$ cat src/rtl/mem_stage_pkg.sv
// Shared definitions for the memory-access stage:
// bus layouts, widths, lsu_op bits, stall bits, FSM states.
package mem_stage_pkg;

    localparam int EX2MEM_WD = 113;
    localparam int MEM2WB_WD = 102;
    localparam int MEM2EX_WD = 38;
    localparam int WB2EX_WD  = 38;

    localparam int LSU_LB  = 0;
    localparam int LSU_LBU = 1;
    localparam int LSU_LH  = 2;
    localparam int LSU_LHU = 3;
    localparam int LSU_LW  = 4;
    localparam int LSU_SW  = 5;

    localparam int STALL_MEM = 3;
    localparam int STALL_WB  = 4;

    typedef enum logic [1:0] {
        IDLE = 2'd0,
        WAIT = 2'd1,
        HOLD = 2'd2
    } mem_state_e;

    typedef struct packed {
        logic [5:0]  lsu_op;
        logic [3:0]  data_ram_sel;
        logic        sel_load;
        logic        rf_we;
        logic [4:0]  rf_waddr;
        logic [31:0] ex_result;
        logic [31:0] pc;
        logic [31:0] inst;
    } ex2mem_t;

    typedef struct packed {
        logic        rf_we;
        logic [4:0]  rf_waddr;
        logic [31:0] rf_wdata;
        logic [31:0] pc;
        logic [31:0] inst;
    } mem2wb_t;

    typedef struct packed {
        logic        rf_we;
        logic [4:0]  rf_waddr;
        logic [31:0] rf_wdata;
    } mem2ex_t;

endpackage

$ cat src/rtl/mem_stage_if.sv
// Bundle of the memory stage's pipeline buses and SRAM response.
// master: pipeline/SRAM side; slave: mem_stage.
interface mem_stage_if;
    import mem_stage_pkg::*;

    logic [5:0]           stall;
    logic                 stallreq_mem;
    logic [EX2MEM_WD-1:0] ex2mem_bus;
    logic [31:0]          data_sram_rdata;
    logic                 data_sram_rvalid;
    logic [MEM2WB_WD-1:0] mem2wb_bus;
    logic [MEM2EX_WD-1:0] mem2ex_fwd;

    modport master (
        output stall,
        output ex2mem_bus,
        output data_sram_rdata,
        output data_sram_rvalid,
        input  stallreq_mem,
        input  mem2wb_bus,
        input  mem2ex_fwd
    );

    modport slave (
        input  stall,
        input  ex2mem_bus,
        input  data_sram_rdata,
        input  data_sram_rvalid,
        output stallreq_mem,
        output mem2wb_bus,
        output mem2ex_fwd
    );

endinterface

$ cat src/rtl/mem_load_align.sv
// Load data aligner: picks byte/half lane by addr, then extends.
// In: lsu_op, addr[1:0], raw word. Out: data.
module mem_load_align
    import mem_stage_pkg::*;
(
    input  logic [5:0]  lsu_op,
    input  logic [1:0]  addr,
    input  logic [31:0] raw,
    output logic [31:0] data
);

    logic [7:0]  b;
    logic [15:0] h;

    always_comb begin
        b = raw[7:0];
        unique case (addr)
            2'd0: b = raw[7:0];
            2'd1: b = raw[15:8];
            2'd2: b = raw[23:16];
            2'd3: b = raw[31:24];
        endcase
        h = addr[1] ? raw[31:16] : raw[15:0];
        data = raw;
        unique case (1'b1)
            lsu_op[LSU_LB]:  data = {{24{b[7]}}, b};
            lsu_op[LSU_LBU]: data = {24'd0, b};
            lsu_op[LSU_LH]:  data = {{16{h[15]}}, h};
            lsu_op[LSU_LHU]: data = {16'd0, h};
            lsu_op[LSU_LW]:  data = raw;
            lsu_op[LSU_SW]:  data = raw;
            default:         data = raw;
        endcase
    end

endmodule

$ cat src/rtl/mem_stage.sv
// Memory-access stage: registers EX->MEM bus, tracks the load response,
// buffers it while held, drives MEM->WB and MEM->EX forwarding.
module mem_stage
    import mem_stage_pkg::*;
(
    input  logic       clk,
    input  logic       rst_n,
    mem_stage_if.slave bus
);

    ex2mem_t    ex2mem_r;
    mem_state_e state_q;
    mem_state_e state_d;
    logic [31:0] rdata_buf;
    logic        buf_we;
    logic        hold;
    logic        bubble;
    logic        rvalid;
    logic        is_load;
    logic        stallreq;
    logic [31:0] raw;
    logic [31:0] aligned;
    logic [31:0] wdata;
    logic        we;
    mem2wb_t     wb;
    mem2ex_t     fwd;

    assign hold    = bus.stall[STALL_MEM];
    assign bubble  = hold & ~bus.stall[STALL_WB];
    assign rvalid  = bus.data_sram_rvalid;
    assign is_load = ex2mem_r.sel_load;

    always_ff @(posedge clk or negedge rst_n) begin
        if (!rst_n) begin
            ex2mem_r <= '0;
        end else if (bubble) begin
            ex2mem_r <= '0;
        end else if (!hold) begin
            ex2mem_r <= ex2mem_t'(bus.ex2mem_bus);
        end
    end

    always_ff @(posedge clk or negedge rst_n) begin
        if (!rst_n) begin
            state_q <= IDLE;
        end else begin
            state_q <= state_d;
        end
    end

    always_ff @(posedge clk or negedge rst_n) begin
        if (!rst_n) begin
            rdata_buf <= '0;
        end else if (buf_we) begin
            rdata_buf <= bus.data_sram_rdata;
        end
    end

    always_comb begin
        state_d = state_q;
        buf_we  = 1'b0;
        unique case (state_q)
            IDLE: begin
                if (is_load) begin
                    if (!rvalid) begin
                        state_d = WAIT;
                    end else if (hold) begin
                        state_d = HOLD;
                        buf_we  = 1'b1;
                    end
                end
            end
            WAIT: begin
                if (rvalid) begin
                    if (hold) begin
                        state_d = HOLD;
                        buf_we  = 1'b1;
                    end else begin
                        state_d = IDLE;
                    end
                end
            end
            HOLD: begin
                if (!hold) begin
                    state_d = IDLE;
                end
            end
            default: state_d = IDLE;
        endcase
        // A bubble drops the instruction, so nothing is left to track.
        if (bubble) begin
            state_d = IDLE;
        end
    end

    assign stallreq = is_load & ~rvalid &
                      ((state_q == IDLE) | (state_q == WAIT));

    assign raw = (state_q == HOLD) ? rdata_buf : bus.data_sram_rdata;

    mem_load_align u_align (
        .lsu_op (ex2mem_r.lsu_op),
        .addr   (ex2mem_r.ex_result[1:0]),
        .raw    (raw),
        .data   (aligned)
    );

    assign wdata = is_load ? aligned : ex2mem_r.ex_result;
    assign we    = ex2mem_r.rf_we & ~stallreq;

    always_comb begin
        wb.rf_we     = we;
        wb.rf_waddr  = ex2mem_r.rf_waddr;
        wb.rf_wdata  = wdata;
        wb.pc        = ex2mem_r.pc;
        wb.inst      = ex2mem_r.inst;
        fwd.rf_we    = we;
        fwd.rf_waddr = ex2mem_r.rf_waddr;
        fwd.rf_wdata = wdata;
    end

    assign bus.stallreq_mem = stallreq;
    assign bus.mem2wb_bus   = wb;
    assign bus.mem2ex_fwd   = fwd;

    logic unused_bits;
    assign unused_bits = ^{ex2mem_r.data_ram_sel,
                           bus.stall[5], bus.stall[2:0]};

endmodule

$ cat src/flat_wrapper.sv
// flat-port wrapper written by rule: the top's interface ports become plain ports
module mem_stage_flat import mem_stage_pkg::*;
  (clk, rst_n, bus_stall, bus_ex2mem_bus, bus_data_sram_rdata, bus_data_sram_rvalid, bus_stallreq_mem, bus_mem2wb_bus, bus_mem2ex_fwd);
  mem_stage_if bus_i ();
  input  logic clk;
  input  logic rst_n;
  input wire logic [$bits(bus_i.stall)-1:0] bus_stall;
  input wire logic [$bits(bus_i.ex2mem_bus)-1:0] bus_ex2mem_bus;
  input wire logic [$bits(bus_i.data_sram_rdata)-1:0] bus_data_sram_rdata;
  input wire logic [$bits(bus_i.data_sram_rvalid)-1:0] bus_data_sram_rvalid;
  output wire logic [$bits(bus_i.stallreq_mem)-1:0] bus_stallreq_mem;
  output wire logic [$bits(bus_i.mem2wb_bus)-1:0] bus_mem2wb_bus;
  output wire logic [$bits(bus_i.mem2ex_fwd)-1:0] bus_mem2ex_fwd;
  assign bus_i.stall = bus_stall;
  assign bus_i.ex2mem_bus = bus_ex2mem_bus;
  assign bus_i.data_sram_rdata = bus_data_sram_rdata;
  assign bus_i.data_sram_rvalid = bus_data_sram_rvalid;
  assign bus_stallreq_mem = bus_i.stallreq_mem;
  assign bus_mem2wb_bus = bus_i.mem2wb_bus;
  assign bus_mem2ex_fwd = bus_i.mem2ex_fwd;
  mem_stage u_core (.clk(clk), .rst_n(rst_n), .bus(bus_i));
endmodule
$ cat config.mk
export PLATFORM = sky130hd
export DESIGN_NAME = mem_stage_flat
export DESIGN_NICKNAME = d
export VERILOG_FILES = /design/src/rtl/mem_stage_pkg.sv /design/src/rtl/mem_stage_if.sv /design/src/rtl/mem_load_align.sv /design/src/rtl/mem_stage.sv /design/src/flat_wrapper.sv
export SDC_FILE = /design/constraint.sdc
export NUM_CORES = 1
export LEC_CHECK = 0
export BUFFER_PORTS_ARGS = -buffer_cell sky130_fd_sc_hd__buf_2
export CORE_ASPECT_RATIO = 1.5
export CORE_MARGIN = 1.5
export CORE_UTILIZATION = 31
export DETAILED_ROUTE_END_ITERATION = 10
export GPL_TIMING_DRIVEN = 0
export SLEW_MARGIN = 10
export SYNTH_ARGS = -nofsm -noshare
export SYNTH_HDL_FRONTEND = slang
export SYNTH_HIERARCHICAL = 1
export SYNTH_SLANG_ARGS = --single-unit
$ cat constraint.sdc
create_clock -name clk -period 4.5 [get_ports clk]
set_input_delay 0.9 -clock clk [delete_from_list [all_inputs] [get_ports clk]]
set_output_delay 0.9 -clock clk [all_outputs]
set_load 0.05 [all_outputs]
=== Yosys cells after proc, flatten, opt, wreduce, memory -nomap -nowiden ===
Cells that the tools add are included.

* Bits in registers: 141
* Output and inout port bits: 141
* Logic and storage cells: 49

* Equal/unequal tests: 10
* Mux-type cells: 19
* Bitwise operators: 8
* Reductions and logical operators: 3

{| class="wikitable"
|+ Operator list
! kind !! count
|-
| $mux 111 || 2
|-
| $pmux 32 s4 || 1
|-
| $mux 32 || 2
|-
| $pmux 8 s4 || 1
|-
| $mux 16 || 1
|-
| $mux 2 || 7
|-
| $eq 2x2->1 const B || 3
|-
| $ne 3x2->1 const B || 2
|-
| $pmux 2 s3 || 1
|-
| $and 1x1->1 || 4
|-
| $eq 2x1->1 const B || 2
|-
| $logic_not 2->1 || 2
|-
| $ne 4x3->1 const B || 1
|-
| $reduce_and 4->1 || 1
|-
| $mux 1 || 3
|-
| $ne 3x1->1 const B || 1
|-
| $not 1->1 || 3
|-
| $ne 2x1->1 const B || 1
|-
| $pmux 1 s2 || 1
|-
| $or 1x1->1 || 1
|}

=== Logic depth before layout (Yosys ltp) ===
* Word-level depth: 5
* Depth in mapped cells: 10
* Mapped depth without buffers: 6

=== By module ===
Netlist, hierarchy kept.

{| class="wikitable"
|+ Modules (own cells, without submodules)
! module !! instances !! cells an instance !! area an instance (um^2) !! seq. area each (um^2)
|-
| mem_stage || 1 || 544 || 6796.5 || 3578.4
|-
| mem_load_align || 1 || 109 || 803.3 || 0.0
|}

=== Worst setup path after synthesis ===
No wires, ideal clock.

* Path type: register to output
* From: register u_core.state_q[1]
* To: output port bus_mem2wb_bus[80]
* Arrival: 3016 ps
* Data required time: 3600 ps
* Path slack: 584 ps
* Cell stages (with the launch flop): 11
* Buffers on the path: 4
* Cell sequence: dfrtp_1 -> nor2b_1 -> buf_2 -> buf_4 -> mux2_2 -> mux2_4 -> a222oi_1 -> buf_6 -> nand2_1 -> mux2_2 -> buf_4

* Word-level cells in the longest chain between the ends: 5
* Elaborated cells on any way between the ends: 6
* Those cells by class: eq/ne: 1; mux: 5

{| class="wikitable"
|+ Ends and longest elaborated chain
! item !! RTL line !! text
|-
| start, declared || mem_stage.sv:12 || <nowiki>mem_state_e state_q;</nowiki>
|-
| start signal, assigned || mem_stage.sv:47 || <nowiki>state_q <= state_d;</nowiki>
|-
| $eq 2x2->1 || mem_stage.sv:99 || <nowiki>assign raw = (state_q == HOLD) ? rdata_buf : bus.data_sram_rdata;</nowiki>
|-
| $mux 32 || mem_stage.sv:99 ||
|-
| named net u_core.raw[23] || mem_stage.sv:21 || <nowiki>logic [31:0] raw;</nowiki>
|-
| $pmux 8 s4 || mem_load_align.sv:17 || <nowiki>unique case (addr)</nowiki>
|-
| $pmux 32 s4 || mem_load_align.sv:25 || <nowiki>unique case (1'b1)</nowiki>
|-
| named net u_core.aligned[16] || mem_stage.sv:22 || <nowiki>logic [31:0] aligned;</nowiki>
|-
| $mux 32 || mem_stage.sv:108 || <nowiki>assign wdata = is_load ? aligned : ex2mem_r.ex_result;</nowiki>
|-
| end, declared || flat_wrapper.sv:12 || <nowiki>output wire logic [$bits(bus_i.mem2wb_bus)-1:0] bus_mem2wb_bus;</nowiki>
|}

The timed path passes the listed nets, and every way through them passes these cells.

=== Worst setup path after layout ===
* From: register u_core.state_q[0]
* To: output port bus_mem2wb_bus[80]

Same word-level chain as after synthesis.

==> flow_summary.json <==
{
  "status": "finished, final reports clean",
  "whs_ns": 0.410,
  "drt_pre_antenna_iters": 4,
  "synth_cells": 649,
  "peakVddDrop_mv": 0.255,
  "antenna_left": 0,
  "numPortBuffers": 283,
  "post-route-cell-area_um2": 10000,
  "final_util": 0.423,
  "post-route-drc-count": 0,
  "initial_utilization": 0.317,
  "path_class": "flip-flop to primary output",
  "die_w_um": 130,
  "cp.required_ns": 3.60,
  "mostFrequentLayoutCells": "buf_2 (297), dfrtp_1 (141), buf_4 (115)",
  "path_cells": "nor2b_1 -> clkbuf_4 -> buf_6 -> mux2_2 -> mux2_4 -> a222oi_1 -> buf_4 -> buf_6 -> nand2_1 -> mux2_2 -> buf_4 -> buf_2",
  "wirelength_um": 22900,
  "gr-usage-all-layers": 0.187,
  "placed_cell_area_um2": 9390,
  "num_io_pins": 295,
  "crit_path_top_delay_cell": "dfrtp_1",
  "hold_class": "input port to async pin",
  "timing.rr.start": "u_core/is_load",
  "cpPeakStageDelay_ns": 0.44,
  "r2r_slack_ns": 2.86,
  "powerDensity_nw_per_um2": 425,
  "cts_made_buffers": 17,
  "wl_per_cell_um": 17.8,
  "cp-end-kind": "primary output",
  "final.min_clock_period_ns": 4.35,
  "cp.arrival_ns": 3.45,
  "avgSynthCellArea_um2": 11.6,
  "vias": 5941,
  "cp-startpoint": "u_core/state_q[0]",
  "fmax_mhz": 230,
  "timing.rr.end": "u_core/rdata_buf[7]",
  "grt_first_pass_wirelength_um": 35000,
  "grt_max_degree": 72,
  "drtIter0Drc": 202,
  "die_area_um2": 25300,
  "core-area_um2": 23700,
  "path_clk_slew_ns": 0.06,
  "slew_headroom": 0.459,
  "ys_warn_count": 6,
  "drv_slew": 0,
  "rows": 69,
  "synth_area_um2": 7530,
  "grt_antenna_before_repair": 3,
  "cap_violations": 0,
  "clock_skew_ns": 0.00955,
  "syn_nets": 803,
  "met3_usage": 0.0444,
  "syn_to_final_growth_pct": 33.4,
  "gp_congestion": 0.823,
  "setup_viol": 0,
  "met2_usage": 0.329,
  "clockBufferDepth": 2,
  "grt_overflow": 0,
  "dp_hpwl_um": 18000,
  "numClockSinks": 141,
  "min_period_over_period": 0.967,
  "worst_slew_pin_slew_ns": 0.804,
  "worstRegToRegCells": 5,
  "power.leakage_nw": 5.16,
  "grt.met1_usage": 0.212,
  "fillers": 2297,
  "grt_setup_unrepaired": "no",
  "viasPerCell": 4.60,
  "finalHoldViolCount": 0,
  "cts-root-buf": "clkbuf_16",
  "top_usage_layer": "met2",
  "crit_end": "bus_mem2wb_bus[80]",
  "nNetsFinal": 1111,
  "dieHeight_um": 194,
  "cts_tree": "built",
  "tns_ns": 0,
  "mostFrequentLayoutCell": "buf_2",
  "clock_latency_ns": 0.43,
  "drive_gt1_frac": 0.568,
  "cp-start-kind": "flip-flop",
  "grt_pass1_vias": 6118,
  "crit_fanout": 10,
  "cts_max_level": 4
}
==> layout make-up <==
class	instances	area [um^2]	share of cell area
buffer	155	1060	0.106
inverter	21	78.8	0.00784
tap	319	399	0.0397
clock buffer	17	425	0.0423
sequential	141	3530	0.351
antenna	2	5.00	0.000498
timing repair buffer	289	1490	0.148
clock inverter	15	189	0.0188
multi-input combinational	332	2870	0.286
==> worst min path at each step <==
stage                                    start  cells after the start                   end  slack [ns]
final                                    rst_n                      1   u_core/ex2mem_r[68]        0.41
after global routing                     rst_n                      1   u_core/ex2mem_r[72]        0.45
after CTS                                rst_n                      1   u_core/ex2mem_r[72]        0.42
after detailed placement  u_core/rdata_buf[13]                      1  u_core/rdata_buf[13]        0.47
after global placement    u_core/rdata_buf[13]                      1  u_core/rdata_buf[13]        0.46
after floorplan           u_core/rdata_buf[11]                      1  u_core/rdata_buf[11]        0.45
==> flip-flops by register name, indices dropped and copies added (netlist names) <==
signal                 cells
u_core/bus.mem2ex_fwd      5
u_core/state_q             2
u_core/rdata_buf          32
u_core/ex2mem_r           37
u_core/is_load             1
u_core/bus.mem2wb_bus     64
==> metrics by stage <==
stage                     setup WS, ns  total power, mW  std cells
final                            0.149             4.27       1291
after global routing           0.00242             4.46       1290
after CTS                       0.0347             4.32       1286
after global placement          0.0204             2.80       1251
after detailed placement        0.0377             2.82       1252
after floorplan                  0.584             2.47        649
==> repair_timing <==
item | CTS | global route
buffers inserted | 2 | 3
hold endpoints to repair | 0 | 0
hold buffers | 0 | 0
gates resized for setup | 0 | 2
setup endpoints to repair | 32 | 13
pin swaps | 1 | 0
==> metal layers <==
| layer | share of wire | vias to the layer above |
|---|---|---|
| met3 | 0.048 | 26 |
| met1 | 0.39 | 2874 |
| met2 | 0.54 | 181 |
| li1 | - | 2858 |
| met4 | 0.024 | 2 |
| met5 | 0.00057 | - |
==> report_power, final <==
group	internal (mW)	switching, mW
registers	1.42	0.0794
logic	0.476	0.822
clock network	0.879	0.592
total	2.77	1.49
==> critical path, delay by kind of cell (launching register included) <==
kind                   cells  cell delay, ns
buffers and inverters      6            1.03
flip-flops                 1            0.44
AO/OA/AOI/OAI              1            0.33
AND/OR/NAND/NOR            2            0.20
multiplexers               3            1.02
Note: power is estimated with default switching activity, not from simulation.
